<file path="src/rtl/sum_serializer_4lane.sv">
// Serializes a 32-bit sum over four 1-bit lanes (one byte per lane, LSB first)
// with a carry held static, a mid-slot strobe, and a finish/ack handshake.
module sum_serializer_4lane #(
  parameter int DIV_NUM = 6
) (
  input  logic        clk,
  input  logic        rst,
  input  logic        start,
  input  logic [31:0] Sum,
  input  logic        Cout,
  input  logic        ack,
  output logic        D0,
  output logic        D1,
  output logic        D2,
  output logic        D3,
  output logic        C,
  output logic [2:0]  sel,
  output logic        strobe,
  output logic        busy,
  output logic        finish
);

  localparam logic [3:0] SLOT_LAST = 4'(DIV_NUM - 1);
  localparam logic [3:0] SLOT_HALF = 4'(DIV_NUM / 2);

  typedef enum logic [1:0] {IDLE, SHIFT, DONE} state_t;

  state_t      state;
  state_t      state_next;
  logic        start_d1;
  logic        start_tg;
  logic [31:0] shadow;
  logic [3:0]  slot;
  logic [3:0]  lanes;
  logic        slot_wrap;

  // Bit s of each byte: lane k carries word[8*k + s].
  function automatic logic [3:0] lane_bits(input logic [31:0] word, input logic [2:0] s);
    return {word[{2'd3, s}], word[{2'd2, s}], word[{2'd1, s}], word[{2'd0, s}]};
  endfunction

  assign start_tg  = start & ~start_d1;
  assign slot_wrap = (slot == SLOT_LAST);

  always_ff @(posedge clk) begin
    if (rst) state <= IDLE;
    else     state <= state_next;
  end

  always_comb begin
    state_next = state;
    case (state)
      IDLE:    if (start_tg) state_next = SHIFT;
      SHIFT:   if (slot_wrap && sel == 3'd7) state_next = DONE;
      DONE:    if (ack) state_next = IDLE;
      default: state_next = IDLE;
    endcase
  end

  // Lanes are registered and only move at slot boundaries; the next bit is
  // fetched from the shadow copy so the live Sum input never leaks in.
  always_ff @(posedge clk) begin
    if (rst) begin
      start_d1 <= 1'b0;
      shadow   <= '0;
      slot     <= '0;
      sel      <= '0;
      lanes    <= '0;
      C        <= 1'b0;
    end else begin
      start_d1 <= start;
      case (state)
        IDLE: begin
          if (start_tg) begin
            shadow <= Sum;
            C      <= Cout;
            slot   <= '0;
            sel    <= '0;
            lanes  <= lane_bits(Sum, 3'd0);
          end
        end
        SHIFT: begin
          if (slot_wrap) begin
            slot <= '0;
            if (sel != 3'd7) begin
              sel   <= sel + 3'd1;
              lanes <= lane_bits(shadow, sel + 3'd1);
            end
          end else begin
            slot <= slot + 4'd1;
          end
        end
        DONE: begin
          if (ack) begin
            sel   <= '0;
            lanes <= '0;
          end
        end
        default: begin
          sel   <= '0;
          lanes <= '0;
        end
      endcase
    end
  end

  assign {D3, D2, D1, D0} = lanes;
  assign strobe = (state == SHIFT) && (slot == SLOT_HALF);
  assign busy   = (state == SHIFT);
  assign finish = (state == DONE);

endmodule

</file>
<file path="config.mk">
export PLATFORM = sky130hd
export DESIGN_NAME = sum_serializer_4lane
export DESIGN_NICKNAME = d
export VERILOG_FILES = /design/src/rtl/sum_serializer_4lane.sv
export SDC_FILE = /design/constraint.sdc
export NUM_CORES = 1
export LEC_CHECK = 0
export CORE_MARGIN = 2
export CORE_UTILIZATION = 55
export CTS_BUF_LIST = sky130_fd_sc_hd__clkbuf_8
export DETAILED_ROUTE_END_ITERATION = 6
export PLACE_DENSITY = 0.84
export RECOVER_POWER = 25
export SLEW_MARGIN = 20
export SYNTH_ARGS = -nofsm -noshare
export SYNTH_HDL_FRONTEND = slang
export SYNTH_SLANG_ARGS = --single-unit
</file>
<file path="constraint.sdc">
create_clock -name clk -period 3.4 [get_ports clk]
set_input_delay 0.51 -clock clk [delete_from_list [all_inputs] [get_ports clk]]
set_output_delay 0.51 -clock clk [all_outputs]
set_load 0.005 [all_outputs]
</file>
# ---- Word level (Yosys, flattened, before mapping)
# Cells that the tools add are included.
dict set report classes {
  n_addsub 2
  mul 0
  n_div 0
  n_lt_le_gt_ge 4
  n_eq_ne 11
  n_shift 0
  n_mux 25
  bitwise 2
  reduce_logical 8
}
# op n
set ops {}
lappend ops {{$mux W4} 6}
lappend ops {{$bmux W1 S3} 4}
lappend ops {{$lt A5 B6 Y1 const B} 2}
lappend ops {{$mux W3} 4}
lappend ops {{$pmux W4 S3} 1}
lappend ops {{$pmux W3 S3} 1}
lappend ops {{$pmux W4 S2} 1}
lappend ops {{$lt A3 B6 Y1 const B} 1}
lappend ops {{$lt A4 B6 Y1 const B} 1}
lappend ops {{$mux W2} 3}
lappend ops {{$ne A2 B1 Y1 const B} 3}
lappend ops {{$pmux W2 S3} 1}
lappend ops {{$add A4 B1 Y4 const B} 1}
lappend ops {{$eq A4 B2 Y1 const B} 1}
lappend ops {{$eq A4 B3 Y1 const B} 1}
lappend ops {{$mux W1} 4}
lappend ops {{$ne A2 B2 Y1 const B} 2}
lappend ops {{$reduce_and A2 Y1} 2}
lappend ops {{$reduce_and A4 Y1} 1}
lappend ops {{$add A3 B1 Y3 const B} 1}
lappend ops {{$eq A3 B3 Y1 const B} 1}
lappend ops {{$ne A3 B3 Y1 const B} 1}
lappend ops {{$reduce_and A3 Y1} 1}
lappend ops {{$eq A2 B1 Y1 const B} 1}
lappend ops {{6 further kinds} 7}
dict set report word_totals {
  reg_bits 47
  latch_bits 0
  ram_bits 0
  romBits 0
  output_inout_bits 11
  word_cells 59
  memories 0
}

# ---- Longest topological paths before layout
dict set report depth {
  depth_word 6
  mapped_depth 8
  depth_no_buf 6
}

# ---- Worst setup path after synthesis
# Ideal clock, no wire load.
dict set report synth_timing {
  path_kind {register -> register}
  start {register sel[0]}
  end {register lanes[3]}
  setup_ns 0.117
  arrival_time_ns 1.714
  required_time_ns 3.283
  slack_ns 1.570
  path_stages_with_launch 7
  path_buffers 1
  synth_period_minus_slack_ns 1.830
  path_cell_list {dfxtp_1 -> ha_1 -> buf_2 -> mux4_2 -> a31oi_1 -> nor3_1 -> o22a_1}
}
dict set report synth_via {
  elab_chain_len 6
}
# item line_no
set synth_lines {}
lappend synth_lines {{start: declaration} 17} ;# output logic [2:0] sel,
lappend synth_lines {{start signal: assignment} 86} ;# sel <= sel + 3'd1;
lappend synth_lines {{$add A3 B1 Y3} 87} ;# lanes <= lane_bits(shadow, sel + 3'd1);
lappend synth_lines {{$bmux W1 S3} 39} ;# return {word[{2'd3, s}], word[{2'd2, s}], word[{2'd1, s}], word[{2'd0, s}]};
lappend synth_lines {{$mux W1 (implied by the code)} 39}
lappend synth_lines {{$mux W4} 85} ;# if (sel != 3'd7) begin
lappend synth_lines {{$mux W4} 83} ;# if (slot_wrap) begin
lappend synth_lines {{$pmux W4 S3} 72} ;# case (state)
lappend synth_lines {{end signal: assignment} 79} ;# lanes <= lane_bits(Sum, 3'd0);
lappend synth_lines {{end signal: assignment} 87}
lappend synth_lines {{end: declaration} 34} ;# logic [3:0] lanes;
# Parallel ways exist; a longest one is shown, timed or not. The select of a mux whose other input is x is not followed.
# A chain may end at the register's enable or synchronous reset.

# ---- Worst setup path after layout
dict set report layout_timing {
  start {register state[0]}
  end {output port strobe}
}
dict set report layout_via {
  elab_chain_len 2
}
# item line_no
set layout_lines {}
lappend layout_lines {{start: declaration} 28} ;# state_t state;
lappend layout_lines {{start signal: assignment} 47} ;# else state <= state_next;
lappend layout_lines {{$eq A2 B1 Y1} 108} ;# assign strobe = (state == SHIFT) && (slot == SLOT_HALF);
lappend layout_lines {{$logic_and A1 B1 Y1} 108}
lappend layout_lines {{end: declaration} 18} ;# output logic strobe,
# Every way passes these cells.

==> metrics.cfg <==
[setup_path]
required_ns=2.89
worstPathArrival_ns=2.05
worst-r2r-cell-count=5
worstSetupStartpointType=register
timing.rr.end=lanes[3]
reg2reg_setup_slack_ns=1.10
path_max_fanout=11
crit_end=strobe
crit_type=register to output port
rr_startpoint=sel[0]
crit_path_start=state[0]
end_kind=output port

[timing]
skew_ns=0.00418
timing.final.max_slew_violations=0
worst_pin_slew_ns=1.26
finalSetupTns_ns=0
hold_violations=0
fmax_mhz=391
setup_violations=0
rsz0062_at_grt=no
finalCriticalPeriod_ns=2.56
max_slew_margin_pct=15.5
period_share_pct=75.2

[logic_synthesis]
synth_nets=281
avgSynthCellArea_um2=8.66
synthCells=240
yosysTopAreaCell=dfxtp_1
ys_seq_area_share_pct=45.2
synth_cell_types=35
synth_area_leaders=dfxtp_1, nand2_1, a21oi_1
synth_common_cells=nand2_1, dfxtp_1, a21oi_1, nor2_1, clkbuf_1
syn-cell-area_um2=2080
synthFlopType=dfxtp_1
synth_edf_count=0
ys_seq_elements=47
ys_warn_count=0
netlist.area_leader.share_pct=45.2
yosysMostFrequentCell=nand2_1
async_reset_ff_share_pct=0

[clock_network]
clk-insertion-delay-late_ns=0.29
cts_max_path_buffers=2
cts_tree=built
cts_setup_buffers=0
cts_made_buffers=5
cts.sinks=47
htree_levels=2
cts_resized=0
clkSlewWorstSetupHoldPaths_ns=0.08
cts_hold_buf=0
clock-root-buffer=clkbuf_8

[detailed_routing]
wl_per_cell_um=13.0
drc=0
via_count=1819
drt_iter0_drc=184
routed_wl_mm=4.26
detail-route-antenna-nets=0
firstDrtPassIters=4
viasPerCell=5.53

[global_routing]
antenna_found_initial=0
grt_pass1_vias=1553
grt_max_degree=24
grt_usage_pct=22.4
grt-ovfl-total=0
grt_pass1_wl_mm=7.40

[die]
rows=22
die_w_um=65.5
coreArea_um2=3660
initial_core_util_pct=56.8
die_area_um2=4290
io_pins=48
die_h_um=65.5

[placement]
placedCellCount=321
dp_hpwl_mm=3.04
io_buffers=47
gp_congestion=0.842

[pwr]
finalPower_uw=1080
pwr_density_cell_nw_per_um2=407
peakVddDrop_mv=0.286
p_leak_uw=0.000965

[final_layout]
synthToLayoutAreaGrowth_pct=26.9
stdcell_count=329
fin_nets=321
num_antenna_cells=0
drive_above_1_share_pct=7.83
fillers=291

[job]
drv_cap=0

[hold_path]
hold_path.class=register to register

[outcome]
status=finished clean

-- worst max-delay path, stage by stage, from the launching register on --
cell	delay, ns
dfxtp_1	0.52
nand2b_1	0.26
inv_2	0.26
nand2_1	0.08
nor3_1	0.12
clkdlybuf4s50_1	0.52
-- layout by cell type, fill, tap and decap left out --
cell type / netlist / layout
nor2_1: 13 / 13
a32oi_1: 3 / 3
inv_1: 1 / 3
and2_1: 1 / 1
a22oi_1: 2 / 2
nand2b_1: 1 / 1
nand4b_1: 1 / 1
a21oi_1: 40 / 40
a211oi_1: 1 / 1
or4_1: 1 / 1
buf_12: 0 / 1
buf_4: 1 / 3
dfxtp_1: 47 / 47
clkinv_2: 0 / 1
clkbuf_8: 0 / 5
o21ai_0: 1 / 1
and3b_1: 1 / 1
nand2_1: 71 / 71
dlygate4sd3_1: 0 / 9
a31oi_1: 2 / 2
a32o_1: 1 / 1
nand3_1: 1 / 1
o22a_1: 1 / 1
nor4b_2: 0 / 1
nor3_1: 7 / 7
nand3b_1: 2 / 2
a311oi_1: 3 / 3
mux4_2: 8 / 8
a22oi_4: 1 / 1
ha_1: 4 / 4
or3b_4: 1 / 1
a22o_1: 1 / 1
nand4bb_1: 1 / 1
inv_2: 1 / 1
clkdlybuf4s50_1: 0 / 38
nor2b_1: 3 / 3
-- flip-flops by register name (all words and copies together) (netlist names) --
register  cells
shadow       32
state         2
C             1
start_d1      1
lanes         4
sel           3
slot          4
-- how the worst min path moves through the flow --
stage,start,end,slack (ns),cells past startpoint
3_3_place_gp,shadow[0],shadow[0],0.44,2
6_report,shadow[21],shadow[21],0.46,2
4_1_cts,shadow[25],shadow[25],0.46,2
2_1_floorplan,shadow[0],shadow[0],0.43,2
3_5_place_dp,shadow[25],shadow[25],0.45,2
5_1_grt,shadow[31],shadow[31],0.47,2
-- report_power, final --
| group | switching [uW] | leakage (uW) | internal, uW |
|---|---|---|---|
| combinational | 74.6 | 0.000530 | 89.3 |
| sequential | 19.0 | 0.000385 | 581 |
| clock | 173 | 0.0000505 | 138 |
-- per-layer routing --
layer / vias to the layer above / GRT usage (%) / part of all wire (%)
met1: 850 / 31.5 / 45
li1: 912 / - / -
met2: 52 / 33.9 / 48
met5: - / 0 / 0
met3: 5 / 4.28 / 5.1
met4: 0 / 8.85 / 0.91
-- stage by stage --
step | setup WS, ns | instance area (um^2) | hold slack (ns) | utilization (%)
after floorplan | 1.57 | 2080 | 0.433 | -
after global placement | 1.10 | 2570 | 0.439 | 70.1
after detailed placement | 1.06 | 2570 | 0.448 | 70.1
after CTS | 0.792 | 2650 | 0.459 | 72.3
after global routing | 0.669 | 2640 | 0.469 | 72.1
final | 0.843 | 2640 | 0.458 | 72.1
-- layout make-up --
| cell class | instances | area [um^2] | area share [%] |
|---|---|---|---|
| clock buffer | 5 | 68.8 | 2.61 |
| timing repair buffer | 51 | 513 | 19.4 |
| inverter | 2 | 7.51 | 0.284 |
| multi-input combinational | 173 | 1040 | 39.3 |
| clock inverter | 3 | 12.5 | 0.474 |
| sequential | 47 | 941 | 35.7 |
| tap | 48 | 60.1 | 2.28 |
-- logic make-up after synthesis --
kind of cell / Yosys count / share of synthesized area [%]
and+or+nand+nor: 105 / 22.7
AOI/OAI and AO/OA: 56 / 16.4
DFF: 47 / 45.2
buffers and inverters: 20 / 4.51
muxes: 8 / 8.66
adders and majority gates: 4 / 2.41
(Power assumes the default switching activity.)
